==> src/rtl/stopwatch_lap_ctrl_pkg.sv <==
// Shared state codes, button indices and field limits for the stopwatch controller.
// The state encoding doubles as the LED code driven to the board.
package stopwatch_lap_ctrl_pkg;

   typedef enum logic [2:0] {
      S_IDLE = 3'b000,
      S_WAIT = 3'b001,
      S_CNT  = 3'b010,
      S_LAP  = 3'b011,
      S_STOP = 3'b100
   } state_t;

   localparam int BTN_ARM = 0;
   localparam int BTN_RUN = 1;
   localparam int BTN_CLR = 2;

   localparam int SEC_MAX = 59;

   function automatic logic isRunning(input state_t s);
      return (s == S_CNT) || (s == S_LAP);
   endfunction

endpackage

==> src/rtl/stopwatch_lap_ctrl_btn_debounce.sv <==
// One button: 2-FF synchroniser, stability counter, accepted level and a one-cycle press pulse.
module btn_debounce #(
   parameter int DB_CYCLES = 1_000_000
) (
   input  logic clk100Mhz,
   input  logic rst_n,
   input  logic raw,
   output logic press
);

   localparam int CW = (DB_CYCLES > 1) ? $clog2(DB_CYCLES) : 1;
   localparam logic [CW-1:0] CNT_LAST = CW'(DB_CYCLES - 1);

   logic syncA;
   logic syncB;
   logic level;
   logic [CW-1:0] stableCnt;

   // A new level is accepted only after DB_CYCLES consecutive differing samples; only 0->1 pulses.
   always_ff @(posedge clk100Mhz or negedge rst_n) begin
      if (!rst_n) begin
         syncA     <= 1'b0;
         syncB     <= 1'b0;
         level     <= 1'b0;
         stableCnt <= '0;
         press     <= 1'b0;
      end else begin
         syncA <= raw;
         syncB <= syncA;
         press <= 1'b0;
         if (syncB == level) begin
            stableCnt <= '0;
         end else if (stableCnt == CNT_LAST) begin
            level     <= syncB;
            stableCnt <= '0;
            press     <= syncB;
         end else begin
            stableCnt <= stableCnt + 1'b1;
         end
      end
   end

endmodule

==> src/rtl/stopwatch_lap_ctrl.sv <==
// Stopwatch controller: debounced buttons, IDLE/WAIT/CNT/STOP/LAP FSM and MM:SS.cc counter.
// Define STOPWATCH_LAP_EN to build the LAP state and its display-freeze capture registers.
module stopwatch_lap_ctrl
   import stopwatch_lap_ctrl_pkg::*;
#(
   parameter int CLK_HZ    = 100_000_000,
   parameter int TICK_HZ   = 100,
   parameter int DB_CYCLES = 1_000_000,
   parameter int CS_MAX    = 99,
   parameter int MIN_MAX   = 59
) (
   input  logic       clk100Mhz,
   input  logic       rst_n,
   input  logic [2:0] btnRaw,
   output logic [5:0] min,
   output logic [5:0] sec,
   output logic [6:0] csec,
   output logic [2:0] led,
   output logic       running,
   output logic       ovf
);

   localparam int TICK_DIV = CLK_HZ / TICK_HZ;
   localparam int PW = (TICK_DIV > 1) ? $clog2(TICK_DIV) : 1;

   state_t state;
   state_t nextState;
   logic [2:0] press;
   logic [PW-1:0] presc;
   logic [5:0] minCnt, minNext;
   logic [5:0] secCnt, secNext;
   logic [6:0] csecCnt, csecNext;
   logic tick;
   logic wrap;
   logic counting;
   logic enterWait;

   for (genvar i = 0; i < 3; i++) begin : g_db
      btn_debounce #(.DB_CYCLES(DB_CYCLES)) u_db (
         .clk100Mhz(clk100Mhz),
         .rst_n    (rst_n),
         .raw      (btnRaw[i]),
         .press    (press[i])
      );
   end

   always_ff @(posedge clk100Mhz or negedge rst_n) begin
      if (!rst_n) state <= S_IDLE;
      else        state <= nextState;
   end

   // Only the highest-priority pulse (run > clear > arm) is considered; the others are dropped.
   always_comb begin
      nextState = state;
      if (press[BTN_RUN]) begin
         case (state)
            S_WAIT, S_STOP: nextState = S_CNT;
            S_CNT:          nextState = S_STOP;
`ifdef STOPWATCH_LAP_EN
            S_LAP:          nextState = S_STOP;
`endif
            default:        nextState = state;
         endcase
      end else if (press[BTN_CLR]) begin
         case (state)
`ifdef STOPWATCH_LAP_EN
            S_CNT:          nextState = S_LAP;
            S_LAP:          nextState = S_CNT;
`endif
            S_STOP:         nextState = S_WAIT;
            default:        nextState = state;
         endcase
      end else if (press[BTN_ARM] && state == S_IDLE) begin
         nextState = S_WAIT;
      end
   end

   assign counting  = isRunning(state);
   assign enterWait = (nextState == S_WAIT) && (state != S_WAIT);

   // Incremented time for this cycle; shared by the counter registers and the lap capture.
   always_comb begin
      tick     = counting && (presc == PW'(TICK_DIV - 1));
      wrap     = 1'b0;
      csecNext = csecCnt;
      secNext  = secCnt;
      minNext  = minCnt;
      if (tick) begin
         if (csecCnt == 7'(CS_MAX)) begin
            csecNext = '0;
            if (secCnt == 6'(SEC_MAX)) begin
               secNext = '0;
               if (minCnt == 6'(MIN_MAX)) begin
                  minNext = '0;
                  wrap    = 1'b1;
               end else begin
                  minNext = minCnt + 6'd1;
               end
            end else begin
               secNext = secCnt + 6'd1;
            end
         end else begin
            csecNext = csecCnt + 7'd1;
         end
      end
   end

   always_ff @(posedge clk100Mhz or negedge rst_n) begin
      if (!rst_n) begin
         presc   <= '0;
         csecCnt <= '0;
         secCnt  <= '0;
         minCnt  <= '0;
         ovf     <= 1'b0;
      end else if (enterWait) begin
         presc   <= '0;
         csecCnt <= '0;
         secCnt  <= '0;
         minCnt  <= '0;
         ovf     <= 1'b0;
      end else if (counting) begin
         presc   <= tick ? '0 : presc + 1'b1;
         csecCnt <= csecNext;
         secCnt  <= secNext;
         minCnt  <= minNext;
         if (wrap) ovf <= 1'b1;
      end
   end

`ifdef STOPWATCH_LAP_EN
   logic [5:0] lapMin;
   logic [5:0] lapSec;
   logic [6:0] lapCsec;

   // Capture includes any tick landing on the CNT->LAP edge so the frozen value matches live time.
   always_ff @(posedge clk100Mhz or negedge rst_n) begin
      if (!rst_n) begin
         lapMin  <= '0;
         lapSec  <= '0;
         lapCsec <= '0;
      end else if (state == S_CNT && nextState == S_LAP) begin
         lapMin  <= minNext;
         lapSec  <= secNext;
         lapCsec <= csecNext;
      end
   end

   assign min  = (state == S_LAP) ? lapMin  : minCnt;
   assign sec  = (state == S_LAP) ? lapSec  : secCnt;
   assign csec = (state == S_LAP) ? lapCsec : csecCnt;
`else
   assign min  = minCnt;
   assign sec  = secCnt;
   assign csec = csecCnt;
`endif

   assign led     = state;
   assign running = counting;

endmodule

==> config.mk <==
export PLATFORM = sky130hd
export DESIGN_NAME = stopwatch_lap_ctrl
export DESIGN_NICKNAME = d
export VERILOG_FILES = /design/src/rtl/stopwatch_lap_ctrl_pkg.sv /design/src/rtl/stopwatch_lap_ctrl_btn_debounce.sv /design/src/rtl/stopwatch_lap_ctrl.sv
export SDC_FILE = /design/constraint.sdc
export NUM_CORES = 1
export LEC_CHECK = 0
export CAP_MARGIN = 20
export CORE_MARGIN = 10
export CORE_UTILIZATION = 54
export DETAILED_ROUTE_END_ITERATION = 7
export PLACE_DENSITY_LB_ADDON = 0.08
export SYNTH_ARGS = -nofsm -noshare
export SYNTH_HDL_FRONTEND = slang
export SYNTH_SLANG_ARGS = --single-unit
==> constraint.sdc <==
create_clock -name clk100Mhz -period 2.1 [get_ports clk100Mhz]
set_input_delay 0.21 -clock clk100Mhz [delete_from_list [all_inputs] [get_ports clk100Mhz]]
set_output_delay 0.21 -clock clk100Mhz [all_outputs]
set_load 0.02 [all_outputs]
==> run summary, run 1 <==
DR iter-0 viols - 336
Final setup violation count - 2
I/O pins - 29
Post-synthesis sequential area ratio - 51.64%
Final Net Count - 658
Top_reg_cell synth - dfrtp_1
Synth area leaders - dfrtp_1 52%, xor2_1 7.5%, nor2_1 6.3%, nand3_1 4.1%, xnor2_1 3.5%
CP startpoint kind - flip-flop
Worst Slack Setup Final - -0.02682 ns
WL/cell - 15.92 µm
Area delta synth->final - 27.86%
Clock sinks - 115
Core Box Area - 10180 µm²
Die area - 14780 µm²
Remaining global-route overflow - 0
Die Y - 121.6 µm
M1 GR Usage - 21.55%
Synth Register Bits - 115
CTS Buf Count - 17
Crit-path max FO - 3
Worst skew pair latency - 0.53 ns
Post-synth top cells - 115 x dfrtp_1, 94 x nor2_1, 48 x xor2_1, 46 x nand3_1, 42 x nand2_1
# rows - 37
Final HPWL DP - 8348 µm
Vias in the first global route - 4551
Filler cells - 761
Post-synth EDFFs - 0
Syn_nets - 575
Final Power - 5.244 mW
Die X - 121.6 µm
Fraction of registers with async set/reset - 100.0%
Fin crit period - 2.127 ns
Outcome - finished, violations left
Met2 Use GR - 29.40%
LEAKAGE - 3.184 nW
CTS H-tree lvls - 4
Max Root-Sink Buffers - 2
Total wire length - 12660 µm
Initial Util - 54.72%
Final antenna diode count - 0
Final hold vios - 0
Max VDD drop - 0.5927 mV
Post-Syn Area - 5573 µm²
Data arrival, critical path - 2.53 ns
Clock Skew - 0.007669 ns
Failing checks - negative setup slack
Maximum clock frequency - 470.2 MHz
Final instance count without filler cells - 795
DRC - 0
Area leader, netlist - dfrtp_1
Count leader, synth - dfrtp_1
Worst-margin pin slew - 0.5156 ns
Post-synth top area share - 51.64%
First drt pass iteration count - 5
Max-slew violations - 0
Most used routing layer in global routing - met2
Avg Cell Area, Syn - 9.898 µm²
Final Cycle Share - 101.3%
Post-synthesis cell type count - 51
RSZ-0062 raised after global routing - true
Routing usage on met3 - 4.857%
WS Path Type - reg2reg
Vias - 4451
Root buf cell - clkbuf_8
CTS tree - built
Layout cells sized above 1 - 18.66%
Maxcap violations - 0
Capturing element type of the critical path - flip-flop
Routed Antenna Nets - 0
Clock slew at reported path FFs - 0.06 ns
Syn Inst Count - 563
Max-slew headroom - 65.59%
RD Place Congestion - 0.9280
DR vias/cell - 5.599
Port Buf Inserts - 28
Ys Warns - 0
Initial antenna violation count - 0
Global-route wire length before repair - 21300 µm
Data required, critical path - 2.51 ns
Worst Hold Class - in2reg
PwrDens - 735.9 nW/µm²
Placed instance count - 757
GRT Overall Usage - 17.65%
Largest net degree at the start of global routing - 32
## state kept, by name, indices dropped and copies added (netlist names)
name	cells
g_db.u_db.stableCnt	60
presc	20
csec	7
min	6
sec	6
g_db.u_db.level	3
g_db.u_db.press	3
g_db.u_db.syncA	3
g_db.u_db.syncB	3
led	3
ovf	1
## area by class of cell
cell class | count | area (µm²) | area share [%]
inverters | 8 | 30.03 | 0.4214
multi-input cells | 424 | 2739 | 38.44
well taps | 136 | 170.2 | 2.388
clock buffers | 22 | 462.9 | 6.497
repair buffers | 80 | 714.4 | 10.03
flip-flops and latches | 115 | 2879 | 40.40
clock inverters | 10 | 130.1 | 1.826
## cell families after synthesis
| kind of cell | Yosys count | share of synthesized area [%] |
|---|---|---|
| xor+xnor | 70 | 11.00 |
| compound gates | 60 | 7.365 |
| simple gates | 281 | 25.46 |
| buf+inv | 24 | 1.818 |
| mux | 6 | 1.145 |
| fa+ha+maj | 7 | 1.572 |
| flops | 115 | 51.64 |
## stage by stage
step	TNS, ns	worst slack, ns	area, µm²	util [%]	hold WS (ns)
after CTS	0	0.001000	6953	68.27	0.09793
after floorplan	-2.008	-0.1664	5595	-	-0.08559
after global placement	-0.01030	-0.009038	6311	61.97	0.1761
final	-0.03549	-0.02682	7126	69.96	0.1182
after global routing	-2.050	-0.1133	7126	69.96	0.1055
after detailed placement	-0.1801	-0.03595	6311	61.97	0.1795
## power breakdown
group,switching [mW],leakage [nW],internal [mW]
registers,0.0176,1.58,2.24
clock network,0.988,0.291,1.89
logic,0.0758,1.31,0.0359
## what timing repair did
item	CTS	global route
hold endpoints to repair	58	0
gates resized for setup	7	42
gates cloned	0	0
buffers inserted	2	3
pin swaps	3	9
setup endpoints to repair	22	33
hold buffers	1	0
## metal layers
layer	part of all wire [%]	up-vias
met2	51	96
met5	0	-
met3	4.2	19
li1	-	2157
met1	44	2179
met4	1.1	0
## worst paths after layout
| path | depth (start not counted) | end | slack [ns] | from |
|---|---|---|---|---|
| setup / recovery | 7 | csec[0]$_DFFE_PN0P_ | -0.03 | presc[15]$_DFFE_PN0P_ |
| hold / removal | 1 | g_db[0].u_db.syncA$_DFF_PN0_ | 0.12 | btnRaw[0] |
| setup reg to reg | 7 | csec[0]$_DFFE_PN0P_ | -0.03 | presc[15]$_DFFE_PN0P_ |
| hold reg to reg | 0 | g_db[2].u_db.syncB$_DFF_PN0_ | 0.34 | g_db[2].u_db.syncA$_DFF_PN0_ |
| max in group asynchronous | 3 | g_db[1].u_db.stableCnt[13]$_DFF_PN0_ | 1.27 | rst_n |
| min in group asynchronous | 2 | g_db[1].u_db.stableCnt[16]$_DFF_PN0_ | 0.17 | rst_n |
## worst max-delay path, stage by stage (launching register included)
cell and delay (ns):
dfrtp_1 0.38, or4_4 0.55, nor4_4 0.34, buf_4 0.21, buf_6 0.10, nand2_1 0.12, mux2i_1 0.24, nor2_1 0.07
## cells in the final DEF (no fill, tap or decap), drive strengths merged, types with 8 or more instances in the layout
cell / n
xor2: 48
clkbuf: 22
dfrtp: 115
and3: 18
buf: 52
clkdlybuf4s50: 26
nor4: 8
nor3: 12
o21ai: 20
nand2: 42
a21oi: 12
inv: 8
nor2: 94
nand3: 46
nand4: 17
xnor2: 22
(Power assumes the default switching activity.)
==> inputs of run 2 (changes only) <==
CAP_MARGIN = unset   (was 20)
REMOVE_ABC_BUFFERS = 1   (was unset)
==> run summary, run 2 (same netlist as run 1, synthesis figures left out) <==
Fin crit period - 2.077 ns
Capturing element type of the critical path - flip-flop
Clock slew at reported path FFs - 0.06 ns
Reg power frac - 42.3%
Root buf cell - clkbuf_8
Global-route wire length before repair - 19690 µm
DR iter-0 viols - 285
DR vias/cell - 5.624
R2R depth - 6
Data arrival, critical path - 2.53 ns
Final Cycle Share - 98.93%
PwrDens - 756.9 nW/µm²
Worst skew pair latency - 0.52 ns
CTS tree - built
Net Sw Frac - 20.76%
Flop-to-flop setup slack - 0.02 ns
Max-slew headroom - 52.83%
Layout cells sized above 1 - 15.45%
Most frequent cells in the layout - 115 x dfrtp_1, 94 x nor2_1, 49 x buf_4
Max VDD drop - 0.6449 mV
# rows - 37
CTS H-tree lvls - 4
Hold path depth - 1
Worst R2R Start - led[2]$_DFF_PN0_
Core Box Area - 10180 µm²
Vias - 4477
Outcome - complete, no violations
Hold worst-path end - g_db[2].u_db.syncA$_DFF_PN0_
Psw - 1.106 mW
Die X - 121.6 µm
RSZ-0062 raised after global routing - true
Logic pwr share - 2.1%
First drt pass iteration count - 4
Area delta synth->final - 26.29%
Critical-path cell list - or3b_4, a2111oi_4, buf_6, a31oi_4, or4_1, nand3_1
Reg with most FFs - g_db.u_db.stableCnt
Die Y - 121.6 µm
Final Power - 5.327 mW
Routed Antenna Nets - 0
Number of flip-flops in the largest register - 60
Initial Util - 54.72%
RD Place Congestion - 0.8881
Worst path max stage delay - 0.52 ns
Remaining global-route overflow - 0
Max Root-Sink Buffers - 2
Setup TNS - 0 ns
WS Path Type - reg2reg
Vias in the first global route - 4305
I/O pins - 29
Worst Hold Class - in2reg
DRC - 0
Crit-path max FO - 9
Worst-margin pin slew - 0.7076 ns
Port Buf Inserts - 28
Clock Skew - 0.008077 ns
Final hold vios - 0
LEAKAGE - 3.151 nW
Most common cell after layout, fill and taps aside - dfrtp_1
Final Net Count - 659
Die area - 14780 µm²
CP startpoint kind - flip-flop
Worst hold path startpoint - btnRaw[2]
Clock sinks - 115
WL/cell - 14.31 µm
Max-slew violations - 0
Slowest CP cell - or4_1
R2R Path End - sec[4]$_DFFE_PN0P_
Maximum clock frequency - 481.4 MHz
Final antenna diode count - 0
Clk network pwr share - 55.6%
Maxcap violations - 0
Internal - 4.221 mW
WP buf/inv - 1
Top delay family on crit path - simple AND/OR/NAND/NOR gates
Initial antenna violation count - 0
Total wire length - 11390 µm
Final HPWL DP - 7886 µm
Final setup violation count - 0
CTS Buf Count - 17
Data required, critical path - 2.55 ns
GRT Overall Usage - 16.22%
Largest net degree at the start of global routing - 55
run 2: cell types whose count changed in the layout (fill, tap and decap cells not counted), moves of 4 or more:
cell	previous run	this run
nor2_1	90	94
buf_4	43	49
o21ai_0	13	19
a21oi_1	8	12
buf_6	8	1
nor2_2	4	0
run 2: repair_timing:
| item | 4_1_cts | 5_1_grt |
|---|---|---|
| endpoints found under the hold margin | 51 | 0 |
| gates cloned | 0 | 0 |
| gates resized for setup | 3 | 9 |
| pin swaps | 2 | 0 |
| hold buffers | 1 | 0 |
| endpoints found under the setup margin | 13 | 33 |
| setup buffers | 1 | 2 |
run 2: routing by layer:
| metal | global-route usage [%] | share of wire (%) | vias to the layer above | wire length [µm] |
|---|---|---|---|---|
| li1 | - | - | 2163 | - |
| met1 | 20.64 | 46 | 2185 | 5213 |
| met2 | 25.24 | 47 | 109 | 5371 |
| met3 | 4.487 | 5.1 | 20 | 576 |
| met4 | 7.526 | 2.0 | 0 | 226 |
| met5 | 0 | 0 | - | 0 |
run 2: area by class of cell:
type                       instances  area [µm²]
clock buffer                      18       427.9
sequential                       115        2878
timing repair buffer              81       714.4
inverter                           8       30.03
multi-input combinational        424        2631
fill                             791        3147
clock inverter                    14       186.4
tap                              136       170.2
run 2: through the flow:
stage               util [%]  std cells  hold WS (ns)  worst slack [ns]  area [µm²]
global route           69.10        796        0.1090          -0.04021        7038
global placement       62.27        760        0.2999          -0.05359        6342
CTS                    68.59        794        0.1045          0.006922        6985
finish                 69.10        796        0.1288           0.02252        7038
floorplan                  -        547      -0.08559           -0.6473        5502
detailed placement     62.27        760        0.3055           -0.1087        6342
run 2: power groups by stage:
stage / clock, mW / combinational [mW] / sequential, mW
2_1_floorplan: 0 / 0.0349 / 2.29
6_report: 2.96 / 0.111 / 2.26
3_5_place_dp: 0 / 0.114 / 2.29
3_3_place_gp: 0 / 0.111 / 2.29
4_1_cts: 3.01 / 0.116 / 2.26
5_1_grt: 3.12 / 0.128 / 2.26
run 2: how the worst max path moves through the flow:
stage / from / to / slack, ns / cells past startpoint
finish: led[2]$_DFF_PN0_ / sec[4]$_DFFE_PN0P_ / 0.02 / 6
global route: led[2]$_DFF_PN0_ / sec[4]$_DFFE_PN0P_ / -0.04 / 6
CTS: led[2]$_DFF_PN0_ / presc[17]$_DFFE_PN0P_ / 0.007 / 6
detailed placement: presc[15]$_DFFE_PN0P_ / sec[5]$_DFFE_PN0P_ / -0.11 / 6
global placement: presc[15]$_DFFE_PN0P_ / sec[5]$_DFFE_PN0P_ / -0.05 / 6
floorplan: led[1]$_DFF_PN0_ / sec[5]$_DFFE_PN0P_ / -0.65 / 5
==> inputs of run 3 (changes only) <==
CORE_UTILIZATION = 60   (was 54)
CTS_CLUSTER_DIAMETER = 200   (was unset)
CTS_CLUSTER_SIZE = 40   (was unset)
clock period = 1.92 ns   (was 2.1 ns; I/O delays follow)
==> run summary, run 3 (same netlist as run 1, synthesis figures left out) <==
Port Buf Inserts - 28
Most common cell after layout, fill and taps aside - dfrtp_1
Reg power frac - 42.8%
Routed Antenna Nets - 0
Capturing element type of the critical path - flip-flop
Clock Skew - 0.01640 ns
Die X - 116.4 µm
Psw - 1.155 mW
Vias in the first global route - 4623
Vias - 4605
Final antenna diode count - 0
Layout cells sized above 1 - 21.09%
Area delta synth->final - 31.05%
Placed instance count - 747
LEAKAGE - 3.333 nW
Max VDD drop - 0.6490 mV
Final setup violation count - 35
Remaining global-route overflow - 0
Maxcap violations - 0
# rows - 35
Final HPWL DP - 8334 µm
Flop-to-flop setup slack - -0.18 ns
Logic pwr share - 2.1%
Root buf cell - clkbuf_8
Worst path max stage delay - 0.54 ns
Clock sinks - 115
Maximum clock frequency - 477.0 MHz
Max-slew violations - 0
Most frequent cells in the layout - 115 x dfrtp_1, 91 x nor2_1, 55 x buf_4
Reg with most FFs - g_db.u_db.stableCnt
Fin util - 79.79%
Final Cycle Share - 109.2%
Setup TNS - -3.176 ns
I/O pins - 29
WHS - 0.1112 ns
Number of flip-flops in the largest register - 60
Max Root-Sink Buffers - 2
Slowest CP cell - or4_4
Crit-path max FO - 6
DRC - 0
Die Y - 116.4 µm
First drt pass iteration count - 5
CTS Buf Count - 17
Clock slew at reported path FFs - 0.05 ns
Worst-margin pin slew - 0.5282 ns
CP startpoint kind - flip-flop
Max-slew headroom - 64.79%
Clk network pwr share - 55.1%
Final instance count without filler cells - 789
Largest net degree at the start of global routing - 47
Final Power - 5.767 mW
Initial Util - 60.89%
Worst skew pair latency - 0.52 ns
Global-route wire length before repair - 21250 µm
Failing checks - negative setup slack
DR vias/cell - 5.837
WL/cell - 16.08 µm
Internal - 4.612 mW
Outcome - finished, violations left
Worst Hold Class - in2reg
RSZ-0062 raised after global routing - true
Final hold vios - 0
DR iter-0 viols - 336
CTS H-tree lvls - 4
CTS tree - built
Net Sw Frac - 20.03%
Worst Slack Setup Final - -0.1763 ns
RD Place Congestion - 0.9021
GRT Overall Usage - 19.56%
Data arrival, critical path - 2.54 ns
Data required, critical path - 2.37 ns
Total wire length - 12690 µm
PwrDens - 789.7 nW/µm²
Critical-path cell list - or4_4, nor4_4, buf_4, a31oi_4, or4_1, nand3_1
Core Box Area - 9153 µm²
Final Net Count - 678
Fin crit period - 2.096 ns
Die area - 13540 µm²
Initial antenna violation count - 0
WS Path Type - reg2reg
[run 3: cell types whose count changed in the layout (fill, tap and decap cells not counted), moves of 3 or more]
cell / change
o21ai_2: +3
clkbuf_1: +3
nor2_2: +3
nor2_1: -3
buf_4: +6
nand3_1: -5
a21oi_1: -5
nand3_2: +4
o21ai_1: +3
a21oi_2: +5
buf_6: +14
o21ai_0: -6
clkdlybuf4s50_1: -3
[run 3: through the flow]
step	setup WS (ns)	instance area (µm²)
after floorplan	-0.8273	5502
after global placement	-0.2099	6401
after detailed placement	-0.2466	6401
after CTS	-0.1394	7099
after global routing	-0.2455	7303
final	-0.1763	7303
[run 3: worst max-delay path: cells and delay by family, from the launching register on]
| family | cells | cell delay, ns |
|---|---|---|
| AO/OA/AOI/OAI | 1 | 0.13 |
| flip-flops | 1 | 0.38 |
| AND/OR/NAND/NOR | 4 | 1.30 |
| buffers and inverters | 1 | 0.20 |
[run 3: area by class of cell]
cell class | instances | area [µm²]
Clock inverter | 10 | 157.7
Tap cell | 111 | 138.9
Fill cell | 558 | 1849
Timing Repair Buffer | 100 | 900.9
Sequential cell | 115 | 2878
Clock buffer | 21 | 439.2
Inverter | 8 | 30.03
Multi-Input combinational cell | 424 | 2759
[run 3: timing repair]
| action | CTS | global route |
|---|---|---|
| gates resized for setup | 24 | 42 |
| hold buffers | 1 | 0 |
| endpoints found under the hold margin | 37 | 0 |
| gates cloned | 0 | 1 |
| setup endpoints to repair | 39 | 52 |
| setup buffers | 2 | 8 |
| pin swaps | 13 | 11 |
[run 3: path summary, 6_finish.rpt]
kind                                         startpoint  cells after the start                           end
setup / recovery                   presc[7]$_DFFE_PN0P_                      6            sec[5]$_DFFE_PN0P_
hold / removal                                btnRaw[0]                      1  g_db[0].u_db.syncA$_DFF_PN0_
setup reg to reg                   presc[7]$_DFFE_PN0P_                      6            sec[5]$_DFFE_PN0P_
hold reg to reg            g_db[0].u_db.syncA$_DFF_PN0_                      0  g_db[0].u_db.syncB$_DFF_PN0_
max in group asynchronous                         rst_n                      3           csec[6]$_DFFE_PN0P_
min in group asynchronous                         rst_n                      2            sec[3]$_DFFE_PN0P_
[run 3: power groups by stage]
stage	combinational, mW	sequential [mW]	clock [mW]
2_1_floorplan	0.0381	2.50	0
3_3_place_gp	0.120	2.51	0
3_5_place_dp	0.124	2.51	0
4_1_cts	0.126	2.47	3.22
5_1_grt	0.139	2.47	3.35
6_report	0.122	2.47	3.18
[run 3: layer usage]
| layer | routed length (µm) | up-vias | track usage [%] | part of all wire (%) |
|---|---|---|---|---|
| li1 | - | 2199 | - | - |
| met1 | 5600 | 2287 | 23.74 | 44 |
| met2 | 6269 | 102 | 32.01 | 49 |
| met3 | 611 | 17 | 5.701 | 4.8 |
| met4 | 204 | 0 | 7.923 | 1.6 |
| met5 | 0 | - | 0 | 0 |
